### src/rtl/memory_pkg.sv
// Shared constants and helpers for the arbitrated memory: address sizing and lane-masked merge.
package memory_pkg;

  localparam int unsigned LaneDefault   = 8;
  localparam int unsigned MergeMaxWidth = 256;
  localparam int unsigned MergeIdxW     = $clog2(MergeMaxWidth);

  function automatic int unsigned addr_width(input int unsigned depth);
    return (depth <= 1) ? 1 : int'($clog2(depth));
  endfunction

  // Words are zero-extended to MergeMaxWidth by the caller; msk holds one bit per lane.
  function automatic logic [MergeMaxWidth-1:0] merge(input logic [MergeMaxWidth-1:0] old_word,
                                                     input logic [MergeMaxWidth-1:0] new_word,
                                                     input logic [MergeMaxWidth-1:0] msk,
                                                     input int unsigned              lane);
    logic [MergeMaxWidth-1:0] res;
    logic [MergeIdxW-1:0]     bit_idx;
    logic [MergeIdxW-1:0]     lane_idx;
    res = old_word;
    for (int unsigned i = 0; i < MergeMaxWidth; i++) begin
      bit_idx  = MergeIdxW'(i);
      lane_idx = MergeIdxW'(i / lane);
      if (msk[lane_idx]) res[bit_idx] = new_word[bit_idx];
    end
    return res;
  endfunction

endpackage

### src/rtl/arbitrated_memory_if.sv
// Write channel plus PORTS read channels of the arbitrated memory, all stb/rdy handshakes.
interface arbitrated_memory_if
  import memory_pkg::*;
#(
  parameter int unsigned WIDTH = 16,
  parameter int unsigned DEPTH = 256,
  parameter int unsigned PORTS = 2,
  parameter int unsigned LANE  = LaneDefault
);
  localparam int unsigned AW = addr_width(DEPTH);
  localparam int unsigned NL = WIDTH / LANE;

  logic                   waddr_stb;
  logic [AW-1:0]          waddr_dat;
  logic                   waddr_rdy;
  logic                   wdata_stb;
  logic [WIDTH-1:0]       wdata_dat;
  logic [NL-1:0]          wdata_msk;
  logic                   wdata_rdy;
  logic [PORTS-1:0]       raddr_stb;
  logic [PORTS*AW-1:0]    raddr_dat;
  logic [PORTS-1:0]       raddr_rdy;
  logic [PORTS-1:0]       rdata_rdy;
  logic [PORTS-1:0]       rdata_stb;
  logic [PORTS*WIDTH-1:0] rdata_dat;

  modport master (
    output waddr_stb, waddr_dat, wdata_stb, wdata_dat, wdata_msk, raddr_stb, raddr_dat, rdata_rdy,
    input  waddr_rdy, wdata_rdy, raddr_rdy, rdata_stb, rdata_dat
  );

  modport slave (
    input  waddr_stb, waddr_dat, wdata_stb, wdata_dat, wdata_msk, raddr_stb, raddr_dat, rdata_rdy,
    output waddr_rdy, wdata_rdy, raddr_rdy, rdata_stb, rdata_dat
  );

endinterface

### src/rtl/rr_arbiter.sv
// Round-robin arbiter: grants the first requester at or above the pointer, with wrap-around.
module rr_arbiter #(
  parameter int unsigned N = 2
) (
  input  logic         clk,
  input  logic         rst,
  input  logic [N-1:0] req_i,
  output logic [N-1:0] grant_o
);

  localparam int unsigned PW = (N > 1) ? $clog2(N) : 1;

  logic [PW-1:0] ptr_q, ptr_d;
  logic [N-1:0]  req_hi;
  logic [N-1:0]  pick;

  always_comb begin
    for (int i = 0; i < N; i++) begin
      req_hi[i] = req_i[i] & (i >= int'(ptr_q));
    end
    // Requests at or above the pointer win; otherwise wrap to the lowest request.
    pick    = (|req_hi) ? req_hi : req_i;
    grant_o = '0;
    ptr_d   = ptr_q;
    for (int i = N - 1; i >= 0; i--) begin
      if (pick[i]) begin
        grant_o    = '0;
        grant_o[i] = 1'b1;
        ptr_d      = PW'((i + 1) % N);
      end
    end
  end

  always_ff @(posedge clk) begin
    if (rst) ptr_q <= '0;
    else     ptr_q <= ptr_d;
  end

endmodule

### src/rtl/arbitrated_memory.sv
// Single-write, multi-read memory with round-robin read arbitration and per-channel output regs.
// MEMORY_BYPASS_EN: colliding reads see the incoming write instead of stalling the write.
module arbitrated_memory
  import memory_pkg::*;
#(
  parameter int unsigned WIDTH = 16,
  parameter int unsigned DEPTH = 256,
  parameter int unsigned PORTS = 2,
  parameter int unsigned LANE  = LaneDefault
) (
  input logic                clk,
  input logic                rst,
  arbitrated_memory_if.slave bus
);

  localparam int unsigned AW = addr_width(DEPTH);
  localparam int unsigned NL = WIDTH / LANE;

  logic [WIDTH-1:0]       mem_q [DEPTH];
  logic [PORTS-1:0]       rdata_stb_q, rdata_stb_d;
  logic [PORTS*WIDTH-1:0] rdata_dat_q, rdata_dat_d;
  logic [PORTS-1:0]       eligible;
  logic [PORTS-1:0]       grant;
  logic                   rd_valid;
  logic [AW-1:0]          rd_addr;
  logic [WIDTH-1:0]       rd_word;
  logic [WIDTH-1:0]       rd_data;
  logic                   wr_req;
  logic                   wr_en;
  logic                   collision;

  // A channel may take a new word once its output register is empty or draining.
  assign eligible = bus.raddr_stb & (~rdata_stb_q | bus.rdata_rdy);

  rr_arbiter #(
    .N(PORTS)
  ) u_arb (
    .clk    (clk),
    .rst    (rst),
    .req_i  (eligible),
    .grant_o(grant)
  );

  always_comb begin
    rd_addr = '0;
    for (int i = 0; i < PORTS; i++) begin
      if (grant[i]) rd_addr = bus.raddr_dat[i*AW +: AW];
    end
  end

  assign rd_valid  = |grant;
  assign rd_word   = mem_q[rd_addr];
  assign wr_req    = bus.waddr_stb & bus.wdata_stb;
  assign collision = rd_valid & wr_req & (rd_addr == bus.waddr_dat);

`ifdef MEMORY_BYPASS_EN
  logic [MergeMaxWidth-1:0] merged_full;
  assign merged_full   = merge(MergeMaxWidth'(rd_word), MergeMaxWidth'(bus.wdata_dat),
                               MergeMaxWidth'(bus.wdata_msk), LANE);
  assign rd_data       = collision ? merged_full[WIDTH-1:0] : rd_word;
  assign bus.waddr_rdy = wr_req;
  if (WIDTH < MergeMaxWidth) begin : g_merge_hi
    logic unused_merge_hi;
    assign unused_merge_hi = ^merged_full[MergeMaxWidth-1:WIDTH];
  end
`else
  assign rd_data       = rd_word;
  assign bus.waddr_rdy = wr_req & ~collision;
`endif

  assign bus.wdata_rdy = bus.waddr_rdy;
  assign wr_en         = wr_req & bus.waddr_rdy;

  always_ff @(posedge clk) begin
    if (wr_en) begin
      for (int l = 0; l < NL; l++) begin
        if (bus.wdata_msk[l]) mem_q[bus.waddr_dat][l*LANE +: LANE] <= bus.wdata_dat[l*LANE +: LANE];
      end
    end
  end

  always_comb begin
    rdata_stb_d = rdata_stb_q;
    rdata_dat_d = rdata_dat_q;
    for (int i = 0; i < PORTS; i++) begin
      if (grant[i]) begin
        rdata_stb_d[i]               = 1'b1;
        rdata_dat_d[i*WIDTH +: WIDTH] = rd_data;
      end else if (rdata_stb_q[i] && bus.rdata_rdy[i]) begin
        rdata_stb_d[i] = 1'b0;
      end
    end
  end

  always_ff @(posedge clk) begin
    if (rst) rdata_stb_q <= '0;
    else     rdata_stb_q <= rdata_stb_d;
  end

  // Data is deliberately left unreset; only the valid flags are cleared.
  always_ff @(posedge clk) begin
    rdata_dat_q <= rdata_dat_d;
  end

  assign bus.raddr_rdy = grant;
  assign bus.rdata_stb = rdata_stb_q;
  assign bus.rdata_dat = rdata_dat_q;

endmodule

### src/flat_wrapper.sv
// flat-port wrapper written by rule: the top's interface ports become plain ports
module arbitrated_memory_flat import memory_pkg::*;
#(
  parameter int unsigned WIDTH = 16,
  parameter int unsigned DEPTH = 256,
  parameter int unsigned PORTS = 2,
  parameter int unsigned LANE  = LaneDefault
)
  (clk, rst, bus_waddr_stb, bus_waddr_dat, bus_wdata_stb, bus_wdata_dat, bus_wdata_msk, bus_raddr_stb, bus_raddr_dat, bus_rdata_rdy, bus_waddr_rdy, bus_wdata_rdy, bus_raddr_rdy, bus_rdata_stb, bus_rdata_dat);
  arbitrated_memory_if #(.WIDTH(WIDTH), .DEPTH(DEPTH), .PORTS(PORTS), .LANE(LANE)) bus_i ();
  input logic clk;
  input logic rst;
  input wire logic [$bits(bus_i.waddr_stb)-1:0] bus_waddr_stb;
  input wire logic [$bits(bus_i.waddr_dat)-1:0] bus_waddr_dat;
  input wire logic [$bits(bus_i.wdata_stb)-1:0] bus_wdata_stb;
  input wire logic [$bits(bus_i.wdata_dat)-1:0] bus_wdata_dat;
  input wire logic [$bits(bus_i.wdata_msk)-1:0] bus_wdata_msk;
  input wire logic [$bits(bus_i.raddr_stb)-1:0] bus_raddr_stb;
  input wire logic [$bits(bus_i.raddr_dat)-1:0] bus_raddr_dat;
  input wire logic [$bits(bus_i.rdata_rdy)-1:0] bus_rdata_rdy;
  output wire logic [$bits(bus_i.waddr_rdy)-1:0] bus_waddr_rdy;
  output wire logic [$bits(bus_i.wdata_rdy)-1:0] bus_wdata_rdy;
  output wire logic [$bits(bus_i.raddr_rdy)-1:0] bus_raddr_rdy;
  output wire logic [$bits(bus_i.rdata_stb)-1:0] bus_rdata_stb;
  output wire logic [$bits(bus_i.rdata_dat)-1:0] bus_rdata_dat;
  assign bus_i.waddr_stb = bus_waddr_stb;
  assign bus_i.waddr_dat = bus_waddr_dat;
  assign bus_i.wdata_stb = bus_wdata_stb;
  assign bus_i.wdata_dat = bus_wdata_dat;
  assign bus_i.wdata_msk = bus_wdata_msk;
  assign bus_i.raddr_stb = bus_raddr_stb;
  assign bus_i.raddr_dat = bus_raddr_dat;
  assign bus_i.rdata_rdy = bus_rdata_rdy;
  assign bus_waddr_rdy = bus_i.waddr_rdy;
  assign bus_wdata_rdy = bus_i.wdata_rdy;
  assign bus_raddr_rdy = bus_i.raddr_rdy;
  assign bus_rdata_stb = bus_i.rdata_stb;
  assign bus_rdata_dat = bus_i.rdata_dat;
  arbitrated_memory #(.WIDTH(WIDTH), .DEPTH(DEPTH), .PORTS(PORTS), .LANE(LANE)) u_core (.clk(clk), .rst(rst), .bus(bus_i));
endmodule
### config.mk
export PLATFORM = sky130hd
export DESIGN_NAME = arbitrated_memory_flat
export DESIGN_NICKNAME = d
export VERILOG_FILES = /design/src/rtl/memory_pkg.sv /design/src/rtl/arbitrated_memory_if.sv /design/src/rtl/rr_arbiter.sv /design/src/rtl/arbitrated_memory.sv /design/src/flat_wrapper.sv
export SDC_FILE = /design/constraint.sdc
export NUM_CORES = 2
export LEC_CHECK = 0
export CAP_MARGIN = 10
export CORE_MARGIN = 10
export CORE_UTILIZATION = 55
export CTS_CLUSTER_SIZE = 20
export DETAILED_ROUTE_END_ITERATION = 6
export GPL_ROUTABILITY_DRIVEN = 0
export PLACE_DENSITY_LB_ADDON = 0.2
export SETUP_SLACK_MARGIN = 0.4
export SLEW_MARGIN = 20
export SYNTH_ARGS = -nofsm -noshare
export SYNTH_HDL_FRONTEND = slang
export SYNTH_SLANG_ARGS = --single-unit
### constraint.sdc
create_clock -name clk -period 4.3 [get_ports clk]
set_input_delay 0.86 -clock clk [delete_from_list [all_inputs] [get_ports clk]]
set_output_delay 0.86 -clock clk [all_outputs]
set_load 0.01 [all_outputs]
==> key figures <==
Power and ir drop
  • Power per cell area: 455.8 mW/mm2
  • Peak VDD IR: 469.7 uV
  • Leak: 69.39 nW

Finish
  • Final nets: 13,490
  • Layout Area Growth over Synthesis: 20.75%
  • Layout fillers: 20,448
  • Share of cells above drive strength 1: 18.54%
  • Footprint of the multi-input gates: 0.03773 mm2
  • Final Instance Area: 0.1980 mm2
  • Final cell count without fillers: 17,738
  • Register Area: 0.1240 mm2

Place
  • IO Port Bufs: 87
  • Placed cells: 16,785
  • DP HPWL: 309,400 um
  • Placed Area: 0.1796 mm2

CTS
  • Root buf cell: clkbuf_16
  • H-tree Lvls: 5
  • Clk pin slew, worst setup/hold paths: 0.06 ns
  • CTS buffer count: 405
  • Clock Sinks: 4,131
  • CTS tree: built
  • Clock Tree Buf Depth: 4
  • Skew-Pair Late Insertion Delay: 0.97 ns

Global route
  • Number of global-route vias before repair: 105,557
  • GRT Residual Overflow: 0
  • Largest net degree at the start of global routing: 117
  • Initial antenna violation count: 24
  • Overall routing resource usage: 29.88%
  • Wire length of the first global-routing pass: 718,200 um

Floorplanning
  • Die ar.: 0.3204 mm2
  • Ports: 88
  • Die W: 566.1 um
  • Die Y: 566.1 um
  • Cell Rows: 200
  • Initial core utilization: 55.26%
  • Core area: 0.2968 mm2

STA
  • Final Skew: 0.03954 ns
  • Slew HR: 23.53%
  • Minimum clock period after layout: 4.155 ns
  • Final Cycle Share: 96.63%
  • Max-slew violation count: 0
  • # setup viols final: 0
  • Fin. Hold Viols: 0
  • Setup TNS: 0 ns
  • Fmax: 0.2407 GHz
  • Worst-Margin Slew: 1.147 ns
  • Hold WS: 0.3249 ns
  • RSZ-0062 raised after global routing: yes

Outcome
  • Status: finished, final reports clean

Synth
  • FFs w/ async S/R, synth: 0%
  • Synth area leader: edfxtp_1
  • EDFF count, synth: 4,128
  • Top-area cell type share of the netlist area: 75.58%
  • Flops & latches, synth: 4,131
  • Ys flop type: edfxtp_1
  • Netlist cell types: 57
  • Area contributors post-synth: edfxtp_1 76%, nand2_1 7.9%, nand3_1 3.7%, mux2i_1 2.1%, nor2_1 1.3%
  • Synth Instances: 12,115
  • Synthesized area per cell: 13.54 um2
  • Sequential fraction of the synthesis area: 75.62%
  • Post-synthesis cell area: 0.1640 mm2
  • Total nets after synthesis: 12,165
  • Synth warn: 0
  • Most common cell in the synthesized netlist: edfxtp_1
  • Synth cell count leaders: 4,128 x edfxtp_1, 3,455 x nand2_1, 1,199 x nand3_1

Setup path
  • CP max stage delay: 0.41 ns
  • Critical path endpoint category: primary output
  • Crit-path max FO: 8
  • CP most frequent cell: buf_12
  • Critical Path Source Type: register
  • CP cell instances: nand2b_4, a311oi_4, buf_12, a22o_4, buf_12, buf_8, xnor2_2, nand3_1, a211oi_2, a21oi_4, buf_12, buf_6
  • Required time worst endpoint: 3.44 ns
  • Slowest stage cell, crit path: a311oi_4
  • Setup CP Type: register to primary output
  • Crit path DAT: 3.30 ns

Detailed routing
  • Via Count: 111,083
  • DRC: 0
  • Starting DRT DRC Count: 17,026
  • DRT Pass-1 Iters: 6
  • WL final: 506,700 um
  • Via density per instance: 6.262
  • Detailed-route wire length per cell: 28.57 um
  • Antenna-violating nets left: 0

Hold path
  • Hold Crit Class: input pin to register

Job
  • Number of max-cap violations: 0
-- layer usage --
layer / share of wire [%] / up-vias / track usage, %
li1: - / 47542 / -
met2: 46 / 7312 / 46.59
met4: 5.5 / 10 / 14.82
met5: 0.012 / - / 0
met3: 11 / 1160 / 5.720
met1: 37 / 55059 / 40.62
-- cells in the final DEF (no fill, tap or decap), types with 87 or more instances in the layout --
master and instances:
clkbuf_16 433, and3_1 223, clkbuf_1 87, a31oi_1 263, nor2_1 538, clkinv_1 98
nand2_1 3428, a32oi_1 171, a21oi_1 178, nand4_1 95, buf_4 1277, buf_12 202
mux2i_1 326, nand3_1 1163, edfxtp_1 4128
-- state kept, by name, indices dropped and copies added (netlist names) --
| name | flops |
|---|---|
| u_core.bus.rdata_dat | 32 |
| u_core.u_arb.ptr_q | 1 |
| u_core.mem_q | 4096 |
| u_core.bus.rdata_stb | 2 |
-- cell type report --
| cell class | count | share of cell area, % |
|---|---|---|
| sequential | 4131 | 62.63 |
| multi-input combinational | 7147 | 19.05 |
| timing repair buffer | 1738 | 9.095 |
| clock buffer | 494 | 5.302 |
| tap | 3939 | 2.489 |
| clock inverter | 256 | 1.385 |
| inverter | 17 | 0.03222 |
| antenna | 16 | 0.02022 |
-- final timing paths --
path                            depth (start not counted)                        to  slack (ns)                     from
worst max-delay path                                   12             bus_waddr_rdy        0.14  u_core.bus.rdata_stb[1]
worst min-delay path                                    1     u_core.mem_q[217][11]        0.32        bus_wdata_dat[11]
worst max register to register                         21  u_core.bus.rdata_dat[10]        0.17  u_core.bus.rdata_stb[1]
worst min register to register                          2        u_core.u_arb.ptr_q        0.51       u_core.u_arb.ptr_q
-- report_power, final --
group          leakage [nW]  internal, mW  switching [mW]
clock                  6.46          20.3            15.3
combinational          25.8          3.60            6.49
sequential             37.1          44.4           0.107
total                  69.4          68.3            21.9
-- repair_timing --
action                                 in CTS  in global routing
gates cloned                               26                 30
endpoints found under the hold margin       0                  0
setup endpoints to repair                  35                 34
resized for setup                         267                248
setup buffers                              51                 80
pin swaps                                  69                105
hold buffers                                0                  0
-- cells by family (layout without fill, tap and decap cells) --
kind of cell,Yosys count,count (layout),synth area share (%)
AOI/OAI and AO/OA,1128,1129,4.948
muxes,336,336,2.051
xor gates and xnor gates,9,9,0.04806
buffers and inverters,838,2505,2.685
and+or+nand+nor,5673,5673,14.65
other,0,16,0
DFF,4131,4131,75.62
-- per-stage QoR --
step	setup WS (ns)	power, mW	utilization, %
floorplan	0.3841	49.46	-
global placement	-1.841	53.80	60.50
detailed placement	-1.148	53.94	60.50
CTS	0.1115	89.57	65.85
global route	0.1121	92.39	66.72
finish	0.1447	90.26	66.73
-- critical path: cells and delay by family (launching register included) --
family,cells,cell delay (ns)
xor gates and xnor gates,1,0.11
DFF,1,0.35
AOI/OAI and AO/OA,4,0.94
and+or+nand+nor,2,0.21
buffers and inverters,5,0.70
(Power assumes the default switching activity.)
